==> src/rtl/ym_wr_seq_if.sv <==
// Host request channel and jt03 CPU bus, bundled for the YM register-write sequencer.
// The slave side is the sequencer. The master side is the host/ROM player plus the jt03 core.
interface ym_wr_seq_if;
    // Host write request
    logic       req_valid;
    logic       req_ready;
    logic [7:0] req_reg;
    logic [7:0] req_data;
    // jt03 CPU bus
    logic       ym_cs_n;
    logic       ym_wr_n;
    logic       ym_addr;
    logic [7:0] ym_din;
    logic [7:0] ym_dout;

    modport slave (
        input  req_valid,
        input  req_reg,
        input  req_data,
        input  ym_dout,
        output req_ready,
        output ym_cs_n,
        output ym_wr_n,
        output ym_addr,
        output ym_din
    );

    modport master (
        output req_valid,
        output req_reg,
        output req_data,
        output ym_dout,
        input  req_ready,
        input  ym_cs_n,
        input  ym_wr_n,
        input  ym_addr,
        input  ym_din
    );
endinterface

==> src/rtl/ym_wr_seq.sv <==
// YM2203 (jt03) register-write sequencer.
// Buffers {register, data} pairs in a FIFO. Each pair is replayed as an address-port
// write followed by a data-port write. The sequencer then polls the busy flag in dout[7]
// until it clears or a timeout expires. All outputs are registered. The strobes follow
// the FSM state by one cycle, so addr/din always lead cs_n/wr_n by a cycle.
module ym_wr_seq #(
    parameter int FIFO_AW     = 4,
    parameter int STROBE_CYC  = 4,
    parameter int GAP_CYC     = 4,
    parameter int TIMEOUT_CYC = 1023
) (
    input  logic                 clk,
    input  logic                 rst,
    ym_wr_seq_if.slave           bus,
    input  logic                 clr_err,
    output logic [FIFO_AW:0]     fifo_count,
    output logic                 idle,
    output logic                 timeout_err
);

    localparam int               DEPTH    = 2 ** FIFO_AW;
    localparam logic [FIFO_AW:0] FULL_CNT = (FIFO_AW + 1)'(DEPTH);
    localparam logic [3:0]       STB_LAST = 4'(STROBE_CYC - 1);
    localparam logic [3:0]       GAP_LAST = 4'(GAP_CYC - 1);
    localparam logic [9:0]       TO_LAST  = 10'(TIMEOUT_CYC - 1);

    typedef enum logic [2:0] {
        S_IDLE,
        S_A_STB,
        S_A_GAP,
        S_D_STB,
        S_D_GAP,
        S_POLL
    } state_t;

    state_t               r_state;
    state_t               w_state_nx;

    // FIFO storage and bookkeeping
    logic [15:0]          r_mem [DEPTH];
    logic [FIFO_AW-1:0]   r_wr_ptr;
    logic [FIFO_AW-1:0]   r_rd_ptr;
    logic [FIFO_AW:0]     r_count;
    logic [FIFO_AW:0]     w_count_nx;
    logic                 r_ready;
    logic                 w_push;
    logic                 w_pop;
    logic [15:0]          w_head;

    // Sequencing
    logic [7:0]           r_data_q;
    logic [3:0]           r_cyc;
    logic [9:0]           r_poll_cnt;
    logic                 w_load_data;
    logic                 w_timeout;
    logic                 w_busy;
    logic [6:0]           w_unused_dout;

    // Registered outputs
    logic                 r_cs_n;
    logic                 r_wr_n;
    logic                 r_addr;
    logic [7:0]           r_din;
    logic                 r_idle;
    logic                 r_timeout_err;

    assign w_busy        = bus.ym_dout[7];
    assign w_unused_dout = bus.ym_dout[6:0];
    assign w_push        = bus.req_valid && r_ready;
    assign w_head        = r_mem[r_rd_ptr];

    // Next FIFO occupancy: a push and a pop in the same cycle cancel out
    always_comb begin
        w_count_nx = r_count;
        if (w_push && !w_pop) begin
            w_count_nx = r_count + 1'b1;
        end else if (!w_push && w_pop) begin
            w_count_nx = r_count - 1'b1;
        end
    end

    // FIFO pointers, occupancy and the registered ready flag
    always_ff @(posedge clk) begin
        if (rst) begin
            r_wr_ptr <= '0;
            r_rd_ptr <= '0;
            r_count  <= '0;
            r_ready  <= 1'b1;
        end else begin
            if (w_push) begin
                r_wr_ptr <= r_wr_ptr + 1'b1;
            end
            if (w_pop) begin
                r_rd_ptr <= r_rd_ptr + 1'b1;
            end
            r_count <= w_count_nx;
            r_ready <= (w_count_nx != FULL_CNT);
        end
    end

    // FIFO storage; contents need no reset since the pointers define validity
    always_ff @(posedge clk) begin
        if (w_push) begin
            r_mem[r_wr_ptr] <= {bus.req_reg, bus.req_data};
        end
    end

    // FSM state register
    always_ff @(posedge clk) begin
        if (rst) begin
            r_state <= S_IDLE;
        end else begin
            r_state <= w_state_nx;
        end
    end

    // FSM next state plus the pop, data-load and timeout strobes
    always_comb begin
        w_state_nx  = r_state;
        w_pop       = 1'b0;
        w_load_data = 1'b0;
        w_timeout   = 1'b0;
        case (r_state)
            S_IDLE: begin
                if (r_count != '0) begin
                    w_pop      = 1'b1;
                    w_state_nx = S_A_STB;
                end
            end
            S_A_STB: begin
                if (r_cyc == STB_LAST) begin
                    w_state_nx = S_A_GAP;
                end
            end
            S_A_GAP: begin
                if (r_cyc == GAP_LAST) begin
                    w_load_data = 1'b1;
                    w_state_nx  = S_D_STB;
                end
            end
            S_D_STB: begin
                if (r_cyc == STB_LAST) begin
                    w_state_nx = S_D_GAP;
                end
            end
            S_D_GAP: begin
                if (r_cyc == GAP_LAST) begin
                    w_state_nx = S_POLL;
                end
            end
            S_POLL: begin
                if (!w_busy) begin
                    w_state_nx = S_IDLE;
                end else if (r_poll_cnt == TO_LAST) begin
                    w_timeout  = 1'b1;
                    w_state_nx = S_IDLE;
                end
            end
            default: begin
                w_state_nx = S_IDLE;
            end
        endcase
    end

    // Strobe/gap phase counter, restarted on every state change
    always_ff @(posedge clk) begin
        if (rst) begin
            r_cyc <= '0;
        end else if ((w_state_nx != r_state) || (r_state == S_IDLE) || (r_state == S_POLL)) begin
            r_cyc <= '0;
        end else begin
            r_cyc <= r_cyc + 1'b1;
        end
    end

    // Busy-poll counter: zero outside POLL, counts busy cycles while polling
    always_ff @(posedge clk) begin
        if (rst) begin
            r_poll_cnt <= '0;
        end else if ((r_state == S_POLL) && (w_state_nx == S_POLL)) begin
            r_poll_cnt <= r_poll_cnt + 1'b1;
        end else begin
            r_poll_cnt <= '0;
        end
    end

    // Data byte of the popped pair, parked until the data-port write
    always_ff @(posedge clk) begin
        if (w_pop) begin
            r_data_q <= w_head[7:0];
        end
    end

    // jt03 bus drive: strobes lag the state by one cycle, addr/din change with the state
    always_ff @(posedge clk) begin
        if (rst) begin
            r_cs_n <= 1'b1;
            r_wr_n <= 1'b1;
            r_addr <= 1'b0;
            r_din  <= '0;
        end else begin
            r_cs_n <= !((r_state == S_A_STB) || (r_state == S_D_STB));
            r_wr_n <= !((r_state == S_A_STB) || (r_state == S_D_STB));
            if (w_pop) begin
                r_addr <= 1'b0;
                r_din  <= w_head[15:8];
            end else if (w_load_data) begin
                r_addr <= 1'b1;
                r_din  <= r_data_q;
            end
        end
    end

    // Status: idle flag and sticky timeout error (a new timeout beats clr_err)
    always_ff @(posedge clk) begin
        if (rst) begin
            r_idle        <= 1'b1;
            r_timeout_err <= 1'b0;
        end else begin
            r_idle <= (r_count == '0) && (r_state == S_IDLE);
            if (w_timeout) begin
                r_timeout_err <= 1'b1;
            end else if (clr_err) begin
                r_timeout_err <= 1'b0;
            end
        end
    end

    assign bus.req_ready = r_ready;
    assign bus.ym_cs_n   = r_cs_n;
    assign bus.ym_wr_n   = r_wr_n;
    assign bus.ym_addr   = r_addr;
    assign bus.ym_din    = r_din;
    assign fifo_count    = r_count;
    assign idle          = r_idle;
    assign timeout_err   = r_timeout_err;

endmodule

==> src/flat_wrapper.sv <==
// flat-port wrapper written by rule: the top's interface ports become plain ports
module ym_wr_seq_flat 
#(
    parameter int FIFO_AW     = 4,
    parameter int STROBE_CYC  = 4,
    parameter int GAP_CYC     = 4,
    parameter int TIMEOUT_CYC = 1023
)
  (clk, rst, clr_err, fifo_count, idle, timeout_err, bus_req_valid, bus_req_reg, bus_req_data, bus_ym_dout, bus_req_ready, bus_ym_cs_n, bus_ym_wr_n, bus_ym_addr, bus_ym_din);
  ym_wr_seq_if bus_i ();
  input  logic clk;
  input  logic rst;
  input  logic clr_err;
  output logic [FIFO_AW:0] fifo_count;
  output logic idle;
  output logic timeout_err;
  input wire logic [$bits(bus_i.req_valid)-1:0] bus_req_valid;
  input wire logic [$bits(bus_i.req_reg)-1:0] bus_req_reg;
  input wire logic [$bits(bus_i.req_data)-1:0] bus_req_data;
  input wire logic [$bits(bus_i.ym_dout)-1:0] bus_ym_dout;
  output wire logic [$bits(bus_i.req_ready)-1:0] bus_req_ready;
  output wire logic [$bits(bus_i.ym_cs_n)-1:0] bus_ym_cs_n;
  output wire logic [$bits(bus_i.ym_wr_n)-1:0] bus_ym_wr_n;
  output wire logic [$bits(bus_i.ym_addr)-1:0] bus_ym_addr;
  output wire logic [$bits(bus_i.ym_din)-1:0] bus_ym_din;
  assign bus_i.req_valid = bus_req_valid;
  assign bus_i.req_reg = bus_req_reg;
  assign bus_i.req_data = bus_req_data;
  assign bus_i.ym_dout = bus_ym_dout;
  assign bus_req_ready = bus_i.req_ready;
  assign bus_ym_cs_n = bus_i.ym_cs_n;
  assign bus_ym_wr_n = bus_i.ym_wr_n;
  assign bus_ym_addr = bus_i.ym_addr;
  assign bus_ym_din = bus_i.ym_din;
  ym_wr_seq #(.FIFO_AW(FIFO_AW), .STROBE_CYC(STROBE_CYC), .GAP_CYC(GAP_CYC), .TIMEOUT_CYC(TIMEOUT_CYC)) u_core (.clk(clk), .rst(rst), .bus(bus_i), .clr_err(clr_err), .fifo_count(fifo_count), .idle(idle), .timeout_err(timeout_err));
endmodule
==> config.mk <==
export PLATFORM = sky130hd
export DESIGN_NAME = ym_wr_seq_flat
export DESIGN_NICKNAME = d
export VERILOG_FILES = /design/src/rtl/ym_wr_seq_if.sv /design/src/rtl/ym_wr_seq.sv /design/src/flat_wrapper.sv
export SDC_FILE = /design/constraint.sdc
export NUM_CORES = 1
export LEC_CHECK = 0
export ABC_CLOCK_PERIOD_IN_PS = 3900
export CORE_AREA = 2 2 142 200
export DETAILED_ROUTE_END_ITERATION = 12
export DIE_AREA = 0 0 144 202
export PLACE_DENSITY = 0.67
export SLEW_MARGIN = 20
export SYNTH_ARGS = -nofsm -noshare
export SYNTH_HDL_FRONTEND = slang
export SYNTH_SLANG_ARGS = --single-unit
==> constraint.sdc <==
create_clock -name clk -period 3.9 [get_ports clk]
set_input_delay 0.39 -clock clk [delete_from_list [all_inputs] [get_ports clk]]
set_output_delay 0.39 -clock clk [all_outputs]
set_load 0.05 [all_outputs]
==> results.ini, run 1 <==
[setup_path]
slowest_stage = sky130_fd_sc_hd__or4_1
path_cells = ha_1, or3b_4, or4_1, mux2_4, o22ai_1, a211oi_1
worst_r2r_path_depth = 6
required_ns = 4.28
critPathLaunchType = flop
worst_r2r_src = u_core.r_cyc[0]$_SDFF_PP0_
r2r_endpoint = u_core.bus.ym_din[0]$_SDFFE_PP0P_
reg2reg_setup_slack_ns = 1.33
kind_of_capture_point_of_the_worst_setup_path = flop
timing.critical_path.to = u_core.bus.ym_din[0]$_SDFFE_PP0P_
setup_cp_type = reg -> reg
worst-endpoint-arrival_ns = 2.95
worst_setup_path_startpoint = u_core.r_cyc[0]$_SDFF_PP0_
critical_path_peak_fanout = 9
cp_slowest_stage_delay_ns = 0.76

[grt]
grt_first_pass_wirelength_um = 37080
initial_antenna_violation_count = 0
grt_overflow = 0
via_count_of_the_first_global_routing_pass = 6238
largest_net_degree_at_the_start_of_global_routing = 37
grt.total_usage = 0.1715

[drt]
overall_via_count_from_detail_route = 5974
firstDrtPassIters = 5
average_wire_per_standard_cell_um = 22.52
drt-total-wl_um = 24410
detail_route.vias_per_cell = 5.511
drt-initial-drc-count = 474
final_antenna_net_count = 0
drt_drc = 0

[layout]
cell_area_after_layout_um2 = 13990
fin_cells = 1084
design.final.nets = 732
final.fill_count = 2156
area_growth_pct = 14.95
antenna_cells_inserted = 0
layout-drive-gt1-share = 0.2493

[clock_tree]
post-cts-setup-buffer-count = 0
clock_tree_from_tritoncts = built
clock-sinks = 311
htreeDepth = 1
cts_hold_repair.buffers = 0
max-clock-path-buffers = 3
root_buffer = sky130_fd_sc_hd__clkbuf_16
worst_setup_hold_path_clk_slew_ns = 0.06
cts_made_buffers = 28
worst_skew_pair.late_latency_ns = 0.53
ctsResizeCount = 0

[logic_synthesis]
synth-warning-count = 0
ys_dominant_reg_cell = sky130_fd_sc_hd__edfxtp_1
edff_count_synth = 264
netlist_top_cells_area = sky130_fd_sc_hd__edfxtp_1, sky130_fd_sc_hd__mux4_2, sky130_fd_sc_hd__dfxtp_1, sky130_fd_sc_hd__nor2_1, sky130_fd_sc_hd__ha_1
avgSynthCellArea_um2 = 19.13
synthDominantCellAreaShare = 0.6514
syn-num-nets = 675
yosys_register_bits = 311
synth_top_cell_by_area = sky130_fd_sc_hd__edfxtp_1
post_synth_num_cell_types = 50
syn_inst = 636
synthArstFlopShare = 0
ys_seq_area_frac = 0.7288
syn-cell-area_um2 = 12170

[sta]
max_clock_freq_mhz = 388.9
finClkSkew_ns = 0.008393
grt_setup_unrepaired = no
finalHoldViolCount = 0
max_slew_margin = 0.3209
finalHoldWorstSlack_ns = 0.4658
worstMarginPinSlew_ns = 1.019
timing.final.crit_share = 0.6593
timing_max_transition_violations_final = 0
timing.setup.tns_ns = 0
timing.final.setup_violations = 0
post-route-min-period_ns = 2.571

[die]
design.die.area_um2 = 29090
core_area_um2 = 27300
die_height_um = 202
floorplan.io_pins = 47
die_w_um = 144
placementRows = 72
initial_standard_cell_utilization_of_the_core = 0.4458

[placed_design]
port_buffers = 39
detailed_place_hpwl_um = 15410
replace_congestion = 0.8081
dpl-instance-area_um2 = 13050
post-place-cells = 1033

[power]
power_density_nw_per_um2 = 641.7
power_leakage_nw = 4.418
vdd.ir_drop.worst_uv = 295.8
report.power.total_w = 0.008977

[job]
maxCapViolations = 0

[min_path]
worst_hold_path.num_cells = 2
hold_class = reg -> reg

[run_status]
result_of_the_run = finished, final reports clean

[worst max-delay path, delay by kind of cell, from the launching register on]
family	cells	cell delay [ns]
compound gates	2	0.25
fa+ha+maj	1	0.21
flops	1	0.36
mux	1	0.41
simple gates	2	1.18
[per-layer routing]
metal	vias up	wire [um]	track usage
met5	-	0	0
met4	0	487	0.04237
met3	35	1203	0.01990
met2	169	13270	0.3160
met1	3107	9450	0.2139
li1	2663	-	-
[state kept, by name, indices dropped and copies added, names as in the netlist, named ones only]
signal,flops
u_core.r_rd_ptr,4
u_core.r_cyc,4
u_core.bus.ym_din,8
u_core.timeout_err,1
u_core.r_mem,256
u_core.r_poll_cnt,10
u_core.r_wr_ptr,4
u_core.bus.ym_cs_n,1
u_core.bus.ym_addr,1
u_core.r_state,3
u_core.idle,1
u_core.fifo_count,5
u_core.r_data_q,8
u_core.bus.req_ready,1
[cell type report]
cell class	instances	area, um2	area share
Sequential cell	311	8874	0.6343
Clock inverter	12	162.7	0.01163
Multi-Input combinational cell	280	3115	0.2227
Tap cell	370	462.9	0.03309
Timing Repair Buffer	62	563.0	0.04025
Clock buffer	39	773.2	0.05528
Inverter	10	37.54	0.002683
[layout by cell type (no fill, tap or decap), types with 3 or more instances in the layout]
master / instances
sky130_fd_sc_hd__edfxtp_1: 264
sky130_fd_sc_hd__mux4_2: 72
sky130_fd_sc_hd__dfxtp_1: 43
sky130_fd_sc_hd__clkdlybuf4s50_1: 39
sky130_fd_sc_hd__nor2_1: 29
sky130_fd_sc_hd__clkbuf_16: 29
sky130_fd_sc_hd__buf_4: 23
sky130_fd_sc_hd__nand2_1: 17
sky130_fd_sc_hd__o22ai_1: 16
sky130_fd_sc_hd__nor2_2: 12
sky130_fd_sc_hd__xor2_1: 11
sky130_fd_sc_hd__ha_1: 11
sky130_fd_sc_hd__inv_1: 10
sky130_fd_sc_hd__a211oi_1: 10
sky130_fd_sc_hd__nand3_1: 10
sky130_fd_sc_hd__a21oi_1: 9
sky130_fd_sc_hd__clkbuf_1: 9
sky130_fd_sc_hd__mux2_4: 8
sky130_fd_sc_hd__mux2_2: 8
sky130_fd_sc_hd__xnor2_1: 8
sky130_fd_sc_hd__o21ai_0: 7
sky130_fd_sc_hd__nand4_1: 7
sky130_fd_sc_hd__or3_1: 5
sky130_fd_sc_hd__nand2b_1: 4
sky130_fd_sc_hd__nor3_2: 4
sky130_fd_sc_hd__dfxtp_2: 4
sky130_fd_sc_hd__bufinv_16: 4
sky130_fd_sc_hd__mux2i_1: 3
sky130_fd_sc_hd__clkinv_1: 3
[worst min-delay path by stage]
stage	start	end	slack, ns
after floorplan	u_core.r_cyc[0]$_SDFF_PP0_	u_core.r_cyc[0]$_SDFF_PP0_	0.42
after global placement	u_core.r_cyc[0]$_SDFF_PP0_	u_core.r_cyc[0]$_SDFF_PP0_	0.43
after detailed placement	u_core.bus.ym_addr$_SDFFE_PP0P_	u_core.bus.ym_addr$_SDFFE_PP0P_	0.45
after CTS	clr_err	u_core.timeout_err$_SDFFE_PP0P_	0.45
after global routing	clr_err	u_core.timeout_err$_SDFFE_PP0P_	0.50
final	u_core.bus.ym_addr$_SDFFE_PP0P_	u_core.bus.ym_addr$_SDFFE_PP0P_	0.47
[cells in the mapped netlist, drive strengths merged (2+ instances only)]
cell and count:
clkbuf 15, nand4 7, a21oi 9, a21o 2, ha 11, clkdlybuf4s25 2
or2 2, nand2b 4, xnor2 8, or3 5, xor2 11, edfxtp 264
a31oi 2, buf 18, dfxtp 47, nand3 10, mux2i 3, nand2 17
a211oi 10, o22ai 17, mux2 16, nor3 6, inv 10, o21ai 8
mux4 72, nor2 42, and3 2
[where the power goes]
group	leakage, nW	internal [W]	switching [W]
Combinational	1.19	0.000926	0.00111
Clock	0.449	0.00164	0.00112
Sequential	2.78	0.00389	0.000290
Total	4.42	0.00646	0.00251
[metrics by stage]
stage / setup slack, ns / utilization
2_1_floorplan: 1.069 / -
3_3_place_gp: 1.289 / 0.4782
3_5_place_dp: 1.216 / 0.4782
4_1_cts: 1.345 / 0.5125
5_1_grt: 1.243 / 0.5125
6_report: 1.329 / 0.5125
[cell families after synthesis]
| group | after synthesis | share of synthesized area |
|---|---|---|
| adder cells (fa/ha/maj) | 11 | 0.01131 |
| XOR/XNOR | 19 | 0.01367 |
| AND/OR/NAND/NOR | 104 | 0.04390 |
| flip-flops | 311 | 0.7288 |
| multiplexers | 91 | 0.1530 |
| buffers and inverters | 45 | 0.01933 |
| AO/OA/AOI/OAI | 55 | 0.03002 |
(Power assumes the default switching activity.)
==> run 2, diff against run 1 <==
ABC_CLOCK_PERIOD_IN_PS = 2500   (was 3900)
clock period = 2.5 ns   (was 3.9 ns; I/O delays follow)
==> results.ini, run 2 (synthesis gave the netlist of run 1 again) <==
[run_status]
result_of_the_run = finished, final reports clean  ; unchanged

[setup_path]
worst_path_bufs_invs = 1  ; was 0
slowest_stage = sky130_fd_sc_hd__or4_1  ; unchanged
timing.critical_path.to = u_core.bus.ym_din[7]$_SDFFE_PP0P_  ; was u_core.bus.ym_din[0]$_SDFFE_PP0P_
critPathLaunchType = flop  ; unchanged
kind_of_capture_point_of_the_worst_setup_path = flop  ; unchanged
crit_family = simple AND/OR/NAND/NOR gates  ; unchanged
cp_slowest_stage_delay_ns = 0.43  ; was 0.76 ns
worst_r2r_path_depth = 7  ; was 6
reg2reg_setup_slack_ns = 0.19  ; was 1.33 ns
required_ns = 2.89  ; was 4.28 ns
r2r_endpoint = u_core.bus.ym_din[7]$_SDFFE_PP0P_  ; was u_core.bus.ym_din[0]$_SDFFE_PP0P_
worst-endpoint-arrival_ns = 2.70  ; was 2.95 ns
critical_path_peak_fanout = 9  ; unchanged
path_cells = ha_1, or3b_4, or4_1, buf_4, mux2_4, o22ai_1, a211oi_1  ; was ha_1, or3b_4, or4_1, mux2_4, o22ai_1, a211oi_1
path_depth = 7  ; was 6
setup_cp_type = reg -> reg  ; unchanged
worst_setup_path_startpoint = u_core.r_cyc[0]$_SDFF_PP0_  ; unchanged
worst_r2r_src = u_core.r_cyc[0]$_SDFF_PP0_  ; unchanged

[placed_design]
dpl-instance-area_um2 = 13240  ; was 13050 um2
replace_congestion = 0.7787  ; was 0.8081
post-place-cells = 1052  ; was 1033
detailed_place_hpwl_um = 16360  ; was 15410 um
port_buffers = 39  ; unchanged

[sta]
max_clock_freq_mhz = 432.3  ; was 388.9 MHz
timing.final.setup_violations = 0  ; unchanged
timing_max_transition_violations_final = 0  ; unchanged
worstMarginPinSlew_ns = 0.6143  ; was 1.019 ns
max_slew_margin = 0.5892  ; was 0.3209
timing.setup.tns_ns = 0  ; unchanged
post-route-min-period_ns = 2.313  ; was 2.571 ns
finClkSkew_ns = 0.01699  ; was 0.008393 ns
grt_setup_unrepaired = no  ; unchanged
finalHoldViolCount = 0  ; unchanged
timing.final.crit_share = 0.9253  ; was 0.6593

[clock_tree]
clock_tree_from_tritoncts = built  ; unchanged
worst_skew_pair.late_latency_ns = 0.54  ; was 0.53 ns
post-cts-setup-buffer-count = 0  ; unchanged
worst_setup_hold_path_clk_slew_ns = 0.07  ; was 0.06 ns
ctsResizeCount = 0  ; unchanged
cts_made_buffers = 28  ; unchanged
root_buffer = sky130_fd_sc_hd__clkbuf_16  ; unchanged
htreeDepth = 1  ; unchanged
clock-sinks = 311  ; unchanged
max-clock-path-buffers = 3  ; unchanged
cts_hold_repair.buffers = 0  ; unchanged

[die]
die_height_um = 202  ; unchanged
floorplan.io_pins = 47  ; unchanged
initial_standard_cell_utilization_of_the_core = 0.4458  ; unchanged
placementRows = 72  ; unchanged
core_area_um2 = 27300  ; unchanged
die_w_um = 144  ; unchanged
design.die.area_um2 = 29090  ; unchanged

[layout]
commonest_non_fill_non_tap_cell_in_the_layout = sky130_fd_sc_hd__edfxtp_1  ; unchanged
fin_cells = 1104  ; was 1084
area_growth_pct = 16.14  ; was 14.95%
largest_register_ffs = 256  ; unchanged
layout-drive-gt1-share = 0.2670  ; was 0.2493
cell_area_after_layout_um2 = 14130  ; was 13990 um2
regMostFlops = u_core.r_mem  ; unchanged
design.final.nets = 751  ; was 732
reg_top3 = u_core.r_mem (256), u_core.r_poll_cnt (10)  ; unchanged
layout_common_cells = sky130_fd_sc_hd__edfxtp_1, sky130_fd_sc_hd__mux4_2, sky130_fd_sc_hd__dfxtp_1  ; unchanged
antenna_cells_inserted = 0  ; unchanged

[power]
power_leakage_nw = 4.538  ; was 4.418 nW
power_density_nw_per_um2 = 980.6  ; was 641.7 nW/um2
vdd.ir_drop.worst_uv = 558.8  ; was 295.8 uV

[drt]
overall_via_count_from_detail_route = 6098  ; was 5974
detail_route.vias_per_cell = 5.524  ; was 5.511
drt-initial-drc-count = 409  ; was 474
drt-total-wl_um = 24710  ; was 24410 um
drt_drc = 0  ; unchanged
final_antenna_net_count = 0  ; unchanged
average_wire_per_standard_cell_um = 22.38  ; was 22.52 um
firstDrtPassIters = 5  ; unchanged

[job]
maxCapViolations = 0  ; unchanged

[grt]
grt.total_usage = 0.1759  ; was 0.1715
grt_busiest_layer = met2  ; unchanged
gr-usage-met1 = 0.2136  ; was 0.2139
use_met2 = 0.3287  ; was 0.3160
largest_net_degree_at_the_start_of_global_routing = 41  ; was 37
via_count_of_the_first_global_routing_pass = 6488  ; was 6238
grt_use_met3 = 0.02369  ; was 0.01990
grt_overflow = 0  ; unchanged
grt_first_pass_wirelength_um = 38370  ; was 37080 um
initial_antenna_violation_count = 0  ; unchanged

[min_path]
worst_hold_path.num_cells = 4  ; was 2
hold_class = in -> reg  ; was reg -> reg

==> run 2: changes by cell type in the layout (fill, tap and decap cells not counted), moves of 5 or more <==
cell                       delta
sky130_fd_sc_hd__buf_12       +5
sky130_fd_sc_hd__nor2_2       -6
sky130_fd_sc_hd__clkbuf_1     -8
sky130_fd_sc_hd__clkinv_2     +7
sky130_fd_sc_hd__nor2_1       +6
sky130_fd_sc_hd__buf_4       +14
==> run 2: worst min-delay path by stage <==
stage / startpoint / end
finish: clr_err / u_core.timeout_err$_SDFFE_PP0P_
global route: clr_err / u_core.timeout_err$_SDFFE_PP0P_
CTS: clr_err / u_core.timeout_err$_SDFFE_PP0P_
detailed placement: u_core.r_cyc[0]$_SDFF_PP0_ / u_core.r_cyc[0]$_SDFF_PP0_
global placement: u_core.r_cyc[0]$_SDFF_PP0_ / u_core.r_cyc[0]$_SDFF_PP0_
floorplan: bus_req_data[0] / u_core.r_mem[0][0]$_DFFE_PP_
==> run 2: layer usage <==
metal	wire [um]	vias to the layer above	share of wire
li1	-	2709	-
met1	9395	3174	0.38
met2	13720	180	0.56
met3	1139	35	0.046
met4	455	0	0.018
met5	0	-	0
==> run 2: power breakdown <==
part | internal [W] | total (W) | switching [W]
sequential | 0.00607 | 0.00637 | 0.000302
combinational | 0.00153 | 0.00341 | 0.00188
clock | 0.00229 | 0.00408 | 0.00179
==> run 2: through the flow <==
| stage | utilization | power [W] | worst slack [ns] | hold slack (ns) |
|---|---|---|---|---|
| floorplan | - | 0.008897 | 0.09377 | 0.3489 |
| global placement | 0.4851 | 0.009789 | 0.2894 | 0.4348 |
| detailed placement | 0.4851 | 0.009920 | 0.2228 | 0.4422 |
| CTS | 0.5178 | 0.01398 | 0.1911 | 0.3136 |
| global route | 0.5178 | 0.01446 | 0.08772 | 0.3342 |
| finish | 0.5178 | 0.01386 | 0.1869 | 0.3239 |
==> run 2: area by class of cell <==
type | count | area [um2]
Fill cell | 2115 | 13160
Tap cell | 370 | 462.9
Inverter | 10 | 37.54
Clock inverter | 18 | 83.83
Timing Repair Buffer | 81 | 768.2
Multi-Input combinational cell | 280 | 3100
Sequential cell | 311 | 8874
Clock buffer | 34 | 807.0
==> run 2: worst min-delay path, delay by kind of cell <==
kind,cells,cell delay [ns]
buffers and inverters,2,0.46
AOI/OAI and AO/OA,1,0.05
and+or+nand+nor,1,0.07
